<file path="config.mk">
export PLATFORM = sky130hd
export DESIGN_NAME = psum_acc_flat
export DESIGN_NICKNAME = d
export VERILOG_FILES = /design/src/rtl/psum_acc_pkg.sv /design/src/rtl/psum_acc_if.sv /design/src/rtl/psum_acc_satadd.sv /design/src/rtl/psum_acc.sv /design/src/flat_wrapper.sv
export SDC_FILE = /design/constraint.sdc
export NUM_CORES = 1
export LEC_CHECK = 0
export CORE_MARGIN = 8
export CORE_UTILIZATION = 45
export DETAILED_ROUTE_END_ITERATION = 10
export GPL_TIMING_DRIVEN = 0
export PLACE_DENSITY = 0.77
export REMOVE_ABC_BUFFERS = 1
export SKIP_CTS_REPAIR_TIMING = 1
export SLEW_MARGIN = 40
export SYNTH_ARGS = -nofsm -noshare
export SYNTH_HDL_FRONTEND = slang
export SYNTH_HIERARCHICAL = 1
export SYNTH_SLANG_ARGS = --single-unit
export TNS_END_PERCENT = 1
</file>
<file path="constraint.sdc">
create_clock -name i_clk -period 3.6 [get_ports i_clk]
set_clock_uncertainty 0.15 [all_clocks]
set_input_delay 0.72 -clock i_clk [delete_from_list [all_inputs] [get_ports i_clk]]
set_output_delay 0.72 -clock i_clk [all_outputs]
set_load 0.02 [all_outputs]
</file>
<file path="src/rtl/psum_acc_pkg.sv">
// rtl/psum_acc_pkg.sv - shared defaults and FSM state type for the partial-sum accumulator
package psum_acc_pkg;

  localparam int DEF_ASUMDWD  = 16;
  localparam int DEF_PSUMDWD  = 24;
  localparam int DEF_ACCLENWD = 8;

  typedef enum logic [1:0] {
    IDLE = 2'd0,
    ACC  = 2'd1,
    OUT  = 2'd2
  } state_e;

endpackage

</file>
<file path="src/rtl/psum_acc_if.sv">
// rtl/psum_acc_if.sv - MAC-sum input and partial-sum output handshake bundle
interface psum_acc_if
  import psum_acc_pkg::*;
#(
  parameter int ASUMDWD  = DEF_ASUMDWD,
  parameter int PSUMDWD  = DEF_PSUMDWD,
  parameter int ACCLENWD = DEF_ACCLENWD
);

  logic                i_sum_valid;
  logic                o_sum_ready;
  logic [ASUMDWD-1:0]  i_sum;
  logic [ACCLENWD-1:0] i_acc_len;
  logic                i_clr;
  logic                o_psum_valid;
  logic                i_psum_ready;
  logic [PSUMDWD-1:0]  o_psum;
  logic                o_sat;

  modport master (
    output i_sum_valid, i_sum, i_acc_len, i_clr, i_psum_ready,
    input  o_sum_ready, o_psum_valid, o_psum, o_sat
  );

  modport slave (
    input  i_sum_valid, i_sum, i_acc_len, i_clr, i_psum_ready,
    output o_sum_ready, o_psum_valid, o_psum, o_sat
  );

endinterface

</file>
<file path="src/rtl/psum_acc_satadd.sv">
// rtl/psum_acc_satadd.sv - signed adder clamping to the representable range with overflow flag
module psum_acc_satadd #(
  parameter int W = 24
) (
  input  logic signed [W-1:0] a,
  input  logic signed [W-1:0] b,
  output logic signed [W-1:0] y,
  output logic                ovf
);

  logic signed [W:0] full;

  // One guard bit exposes overflow; clip toward the sign of the true result
  always_comb begin
    full = {a[W-1], a} + {b[W-1], b};
    ovf  = full[W] ^ full[W-1];
    if (!ovf) begin
      y = full[W-1:0];
    end else if (full[W]) begin
      y = {1'b1, {(W-1){1'b0}}};
    end else begin
      y = {1'b0, {(W-1){1'b1}}};
    end
  end

endmodule

</file>
<file path="src/rtl/psum_acc.sv">
// rtl/psum_acc.sv - accumulates a run of MAC sums into one saturated partial sum
module psum_acc
  import psum_acc_pkg::*;
#(
  parameter int ASUMDWD  = DEF_ASUMDWD,
  parameter int PSUMDWD  = DEF_PSUMDWD,
  parameter int ACCLENWD = DEF_ACCLENWD
) (
  input logic        i_clk,
  input logic        i_rst,
  psum_acc_if.slave  bus
);

  state_e                     state_q, state_d;
  logic signed [PSUMDWD-1:0]  acc_q, acc_d;
  logic [ACCLENWD-1:0]        cnt_q, cnt_d;
  logic [ACCLENWD-1:0]        len_q, len_d;
  logic                       sat_q, sat_d;

  logic signed [ASUMDWD-1:0]  sum_s;
  logic signed [PSUMDWD-1:0]  sum_ext;
  logic signed [PSUMDWD-1:0]  add_y;
  logic                       add_ovf;
  logic [ACCLENWD-1:0]        first_len;
  logic [ACCLENWD-1:0]        cnt_inc;
  logic                       sum_ready;
  logic                       psum_valid;
  logic                       beat;
  logic                       xfer;
  logic                       load;

  assign sum_s     = bus.i_sum;
  assign sum_ext   = PSUMDWD'(sum_s);
  assign first_len = (bus.i_acc_len == '0) ? ACCLENWD'(1) : bus.i_acc_len;
  assign cnt_inc   = cnt_q + ACCLENWD'(1);

  // A held output blocks new beats unless the consumer drains it this same cycle
  assign sum_ready  = !i_rst && !bus.i_clr && ((state_q != OUT) || bus.i_psum_ready);
  assign psum_valid = !i_rst && !bus.i_clr && (state_q == OUT);
  assign beat       = bus.i_sum_valid && sum_ready;
  assign xfer       = psum_valid && bus.i_psum_ready;
  assign load       = beat && ((state_q == IDLE) || ((state_q == OUT) && xfer));

  assign bus.o_sum_ready  = sum_ready;
  assign bus.o_psum_valid = psum_valid;
  assign bus.o_psum       = i_rst ? '0 : acc_q;
  assign bus.o_sat        = !i_rst && sat_q && (state_q == OUT);

  psum_acc_satadd #(.W(PSUMDWD)) u_satadd (
    .a   (acc_q),
    .b   (sum_ext),
    .y   (add_y),
    .ovf (add_ovf)
  );

  // Next-state and datapath update; a first beat always restarts acc/cnt/len/sat
  always_comb begin
    state_d = state_q;
    acc_d   = acc_q;
    cnt_d   = cnt_q;
    len_d   = len_q;
    sat_d   = sat_q;
    if (bus.i_clr) begin
      state_d = IDLE;
      acc_d   = '0;
      cnt_d   = '0;
      sat_d   = 1'b0;
    end else if (load) begin
      acc_d   = sum_ext;
      cnt_d   = ACCLENWD'(1);
      len_d   = first_len;
      sat_d   = 1'b0;
      state_d = (first_len == ACCLENWD'(1)) ? OUT : ACC;
    end else begin
      case (state_q)
        ACC: begin
          if (beat) begin
            acc_d = add_y;
            sat_d = sat_q | add_ovf;
            cnt_d = cnt_inc;
            if (cnt_inc == len_q) begin
              state_d = OUT;
            end
          end
        end
        OUT: begin
          if (xfer) begin
            state_d = IDLE;
          end
        end
        IDLE: begin
          state_d = IDLE;
        end
        default: begin
          state_d = IDLE;
        end
      endcase
    end
  end

  // State register; reset outranks clear and any beat
  always_ff @(posedge i_clk) begin
    if (i_rst) begin
      state_q <= IDLE;
      acc_q   <= '0;
      cnt_q   <= '0;
      len_q   <= ACCLENWD'(1);
      sat_q   <= 1'b0;
    end else begin
      state_q <= state_d;
      acc_q   <= acc_d;
      cnt_q   <= cnt_d;
      len_q   <= len_d;
      sat_q   <= sat_d;
    end
  end

endmodule

</file>
<file path="src/flat_wrapper.sv">
// flat-port wrapper written by rule: the top's interface ports become plain ports
module psum_acc_flat import psum_acc_pkg::*;
#(
  parameter int ASUMDWD  = DEF_ASUMDWD,
  parameter int PSUMDWD  = DEF_PSUMDWD,
  parameter int ACCLENWD = DEF_ACCLENWD
)
  (i_clk, i_rst, bus_i_sum_valid, bus_i_sum, bus_i_acc_len, bus_i_clr, bus_i_psum_ready, bus_o_sum_ready, bus_o_psum_valid, bus_o_psum, bus_o_sat);
  psum_acc_if #(.ASUMDWD(ASUMDWD), .PSUMDWD(PSUMDWD), .ACCLENWD(ACCLENWD)) bus_i ();
  input logic i_clk;
  input logic i_rst;
  input wire logic [$bits(bus_i.i_sum_valid)-1:0] bus_i_sum_valid;
  input wire logic [$bits(bus_i.i_sum)-1:0] bus_i_sum;
  input wire logic [$bits(bus_i.i_acc_len)-1:0] bus_i_acc_len;
  input wire logic [$bits(bus_i.i_clr)-1:0] bus_i_clr;
  input wire logic [$bits(bus_i.i_psum_ready)-1:0] bus_i_psum_ready;
  output wire logic [$bits(bus_i.o_sum_ready)-1:0] bus_o_sum_ready;
  output wire logic [$bits(bus_i.o_psum_valid)-1:0] bus_o_psum_valid;
  output wire logic [$bits(bus_i.o_psum)-1:0] bus_o_psum;
  output wire logic [$bits(bus_i.o_sat)-1:0] bus_o_sat;
  assign bus_i.i_sum_valid = bus_i_sum_valid;
  assign bus_i.i_sum = bus_i_sum;
  assign bus_i.i_acc_len = bus_i_acc_len;
  assign bus_i.i_clr = bus_i_clr;
  assign bus_i.i_psum_ready = bus_i_psum_ready;
  assign bus_o_sum_ready = bus_i.o_sum_ready;
  assign bus_o_psum_valid = bus_i.o_psum_valid;
  assign bus_o_psum = bus_i.o_psum;
  assign bus_o_sat = bus_i.o_sat;
  psum_acc #(.ASUMDWD(ASUMDWD), .PSUMDWD(PSUMDWD), .ACCLENWD(ACCLENWD)) u_core (.i_clk(i_clk), .i_rst(i_rst), .bus(bus_i));
endmodule
</file>
======== Word level (Yosys, flattened, before mapping) ========
Index checks and enable logic that the tools add are counted.
word-level totals
  bits in registers ....................... 43
  input bits .............................. 29
  word-level logic and storage cells ...... 58
operators by class
  add/subtract/negate cells ............... 2
  equal/unequal tests ..................... 8
  muxes and demuxes ....................... 16
  bitwise operators ....................... 3
  reductions and logical operators ........ 23
operator list
  operator                                                                number
  24-bit two-way mux                                                      6
  24-bit by 16-bit adder with 25-bit output                               1
  2-bit two-way mux                                                       5
  1-bit logical AND                                                       9
  3-bit by 1-bit != test with 1-bit output (second input constant)        3
  8-bit by 1-bit adder with 8-bit output (second input constant)          1
  8-bit by 1-bit equality test with 1-bit output (second input constant)  1
  8-bit equality test                                                     1
  8-bit zero test                                                         1
  8-bit two-way mux                                                       1
  2-bit AND reduction                                                     3
  2-bit one-hot mux with 2 select lines                                   1
  2-bit nonzero test                                                      2
  1-bit two-way mux                                                       3
  3-bit AND reduction                                                     1
  3-bit OR reduction                                                      1
  2-bit by 1-bit equality test with 1-bit output (second input constant)  1
  2-bit equality test (second input constant)                             1
  1-bit zero test                                                         2
  2-bit zero test                                                         1
  1-bit logical OR                                                        2
  2-bit != test (second input constant)                                   1
  2-bit OR reduction                                                      1
  1-bit NOT                                                               1
  2 further kinds                                                         2

======== Depth between registers and ports, before layout ========
  depth after elaboration ................. 9
  gate-level depth with buffers ........... 13
  mapped depth without buffers ............ 12

======== Modules after synthesis ========
The synthesis kept the hierarchy.
by module, submodules not included
  module           times used  cells each  area an instance (um^2)  seq. area each (um^2)
  psum_acc         1           286         2202.1                   860.8
  psum_acc_satadd  1           249         1696.6                   0.0

======== Worst setup path after synthesis ========
Ideal clock, no wire load.
  path type ............................... input to register
  from .................................... in bus_i_sum[0]
  to ...................................... reg u_core.acc_q[21]
  arrival time ............................ 3100 ps
  required time ........................... 3376 ps
  slack ................................... 276 ps
  cell stages on the path ................. 12
  path buffers ............................ 0
  path through ............................ ha_1 > fa_1 > a211oi_1 > nor4b_2 > nor2_1 > o31a_1 > o41a_4 > nand2_1 > a221o_1 > nand2_1 > nand2_1 > a31oi_1
on the way
  word-level cells in the longest chain between the ends .. 6
  elaborated cells between the ends (all ways) .. 7
ends and longest elaborated chain
  element                                                         RTL line                                      RTL
  start, declared                                                 flat_wrapper.sv:13                            input wire logic [$bits(bus_i.i_sum)-1:0] bus_i_sum;
  24-bit by 16-bit adder with 25-bit output *                     psum_acc_satadd.sv:15                         full = {a[W-1], a} + {b[W-1], b};
  24-bit two-way mux / 1-bit bitwise XOR (equally long branches)  psum_acc_satadd.sv:19, psum_acc_satadd.sv:16
  24-bit two-way mux *                                            psum_acc_satadd.sv:17                         if (!ovf) begin
  via u_core.add_y[21]                                            psum_acc.sv:22                                logic signed [PSUMDWD-1:0] add_y;
  24-bit two-way mux *                                            psum_acc.sv:77                                if (beat) begin
  24-bit two-way mux *                                            psum_acc.sv:75                                case (state_q)
  24-bit two-way mux *                                            psum_acc.sv:68                                end else if (load) begin
  end signal, assigned                                            psum_acc.sv:105                               acc_q <= '0;
  end signal, assigned                                            psum_acc.sv:111                               acc_q <= acc_d;
  end, declared                                                   psum_acc.sv:15                                logic signed [PSUMDWD-1:0] acc_q, acc_d;
The timed path passes the listed nets; every way through them passes the cells marked *. The select of a mux whose other input is x is not followed.
A chain may end at the register's enable or synchronous reset.

======== Worst setup path in the final report ========
  from .................................... in bus_i_sum[15]
  to ...................................... reg u_core.acc_q[4]
Same word-level chain as after synthesis.

==> metrics <==
synth warn=6; Min Clock Period, post-route=3.52 ns; initial antenna violation count=0; first-pass GRT wire length=17500 µm; GRT Total Usage=0.178; share of cells above drive strength 1=0.153; CP max stage cell=ha_2; global placer's final weighted congestion=0.904; Commonest cells post-synth=nand2_1, nor2_1, dfxtp_1; Clock Latency Late Sink=0.31 ns; Post-synth EDFFs=0; initial core utilization=0.456; Worst-path clk slew=0.10 ns; HPWL Detailed=8050 µm; Hold Vio Cnt, Final=0; row count=34; routed via count=4132; Setup WS pre-CTS=-0.963 ns; crit path max fanout=12; Yosys cell types=62; Mapped Cells=535; sequential element share of the synthesized area=0.221; Final Max Tran Viols=0; Min Hold Slack=0.326 ns; Critical Path, Cell by Cell=clkbuf_2 -> ha_2 -> nand2_1 -> or3_4 -> o31a_1 -> buf_4 -> o41ai_4 -> buf_6 -> nand2_8 -> o21ai_4 -> nor2_1 -> nand2_1 -> a311oi_2; CP max stage delay=0.46 ns; Worst setup EP type=flop; crit share post-route=0.977; Slew HR=0.437; post-layout util=0.594; Worst VDD drop=0.000172 V; leakage=0.00195 µW; setup ws final=0.0814 ns; Max Root-Sink Buffers=2; most frequent cell on the critical path=nand2_1; clock root buffer=clkbuf_8; P&R area growth vs syn=30.3%; Power Dens Cells=236 nW/µm²; synthesized flop and latch total=43; WL/cell=16.9 µm; ANT cells=0; min-delay worst type=reg2reg; RR Startpoint=u_core/acc_q[0]$_SDFFE_PP0P_; crit path launch type=primary input; vias in the first global route=3748; largest cells by area after synthesis=dfxtp_1, nand2_1, ha_1; crit path kind=in2reg; Sinks on Clock Net=43; status=finished clean; DR iter-0 viols=276; Synth Flop Type=dfxtp_1; 1st-pass router iterations=5; Slew @ Worst Pin=0.834 ns; CTS tree=done; min-delay src=u_core/len_q[3]$_SDFFE_PP0P_; max cap viols=0; CP Data Arrival Time=3.56 ns; most common cell in the netlist=nand2_1; largest net degree at the start of global routing=37; area of the mapped netlist=3900 µm²; Synth top area share=0.221; Chip Width=109 µm; CP required=3.64 ns; WP buf/inv=3; ys async rst share=0; Via density=5.95; final count of negative-setup-slack endpoints=0; Placeable Area=8550 µm²; fill cell count=749; max frequency=284 MHz; IO Port Bufs=55; synthesized area per cell=7.29 µm²; Die Footprint=11900 µm²; total CTS buffers=5; CP startpoint=bus_i_sum[15]; GR Overflow Total=0; top cell type by total area after synthesis=dfxtp_1; DRT antenna net count=0; crit-path leading delay family=compound AO/OA/AOI/OAI gates; Routed WL=11700 µm; # IOs=56; CTS HTree Levels=2; fin nets=641; Die Span Y=109 µm; Post-route DRC=0
-- worst min-delay path: cells and delay by family, from the launching register on --
kind,cells,cell delay [ns]
AOI/OAI and AO/OA,1,0.05
DFF,1,0.33
and+or+nand+nor,1,0.05
-- through the flow --
stage,area [µm²],TNS [ns],power (µW),std cells
2_1_floorplan,3730,0,704,503
3_3_place_gp,4420,-48.42,798,666
3_5_place_dp,4470,-20.20,807,668
4_1_cts,4560,-12.13,1140,676
5_1_grt,5080,-0.0219,1250,695
6_report,5080,0,1200,695
-- area by class of cell --
cell class                      count  area (µm²)  share of cell area
Inverter                            4        15.0             0.00296
Sequential cell                    43         861               0.169
Tap cell                          108         135              0.0266
Multi-Input combinational cell    456        3200               0.630
Timing Repair Buffer               76         774               0.153
Clock buffer                        5        68.8              0.0136
Clock inverter                      3        23.8             0.00468
-- report_power, final --
| group | switching, µW | internal (µW) | total (µW) |
|---|---|---|---|
| Sequential | 10.9 | 486 | 497 |
| Clock | 201 | 139 | 340 |
| Combinational | 197 | 163 | 360 |
-- logic make-up (layout without fill, tap and decap cells) --
| family | after synthesis | after routing | synth area share |
|---|---|---|---|
| adder cells (fa/ha/maj) | 26 | 26 | 0.0854 |
| AND/OR/NAND/NOR | 244 | 244 | 0.287 |
| XOR/XNOR | 35 | 35 | 0.0786 |
| buffers and inverters | 36 | 88 | 0.0469 |
| AO/OA/AOI/OAI | 151 | 151 | 0.281 |
| flip-flops | 43 | 43 | 0.221 |
-- routing by layer --
metal,up-vias,GRT usage,wire length [µm]
li1,2030,-,-
met1,1952,0.223,5100
met2,125,0.298,5780
met3,25,0.0307,571
met4,0,0.0645,265
met5,-,0,0
-- registers in the layout (all words and copies together) (netlist names) --
register and cells:
u_core/state_q 2, u_core/cnt_q 8, u_core/len_q 8, u_core/sat_q 1
u_core/acc_q 24
-- final timing paths --
kind | cells after the start | slack [ns] | to
max | 13 | 0.08 | u_core/acc_q[4]$_SDFFE_PP0P_
min | 2 | 0.33 | u_core/len_q[3]$_SDFFE_PP0P_
max reg2reg | 14 | 0.33 | u_core/acc_q[4]$_SDFFE_PP0P_
min reg2reg | 2 | 0.33 | u_core/len_q[3]$_SDFFE_PP0P_
-- placed cells by master (no fill, tap or decap), drive strengths merged, types with 4 or more instances in the layout --
cell and count:
nand3 7, xnor2 25, nor3 5, a21o 6
clkbuf 6, nand4 6, or2 4, buf 22
o21ai 20, clkdlybuf4s50 40, o21a 6, dfxtp 43
ha 25, a211oi 8, nor2 60, o32ai 4
nand2 114, a311oi 16, a21oi 38, a31oi 14
inv 5, a32oi 4, dlymetal6s2s 13, o31ai 4
xor2 10, nor2b 30
Note: power is estimated with default switching activity, not from simulation.
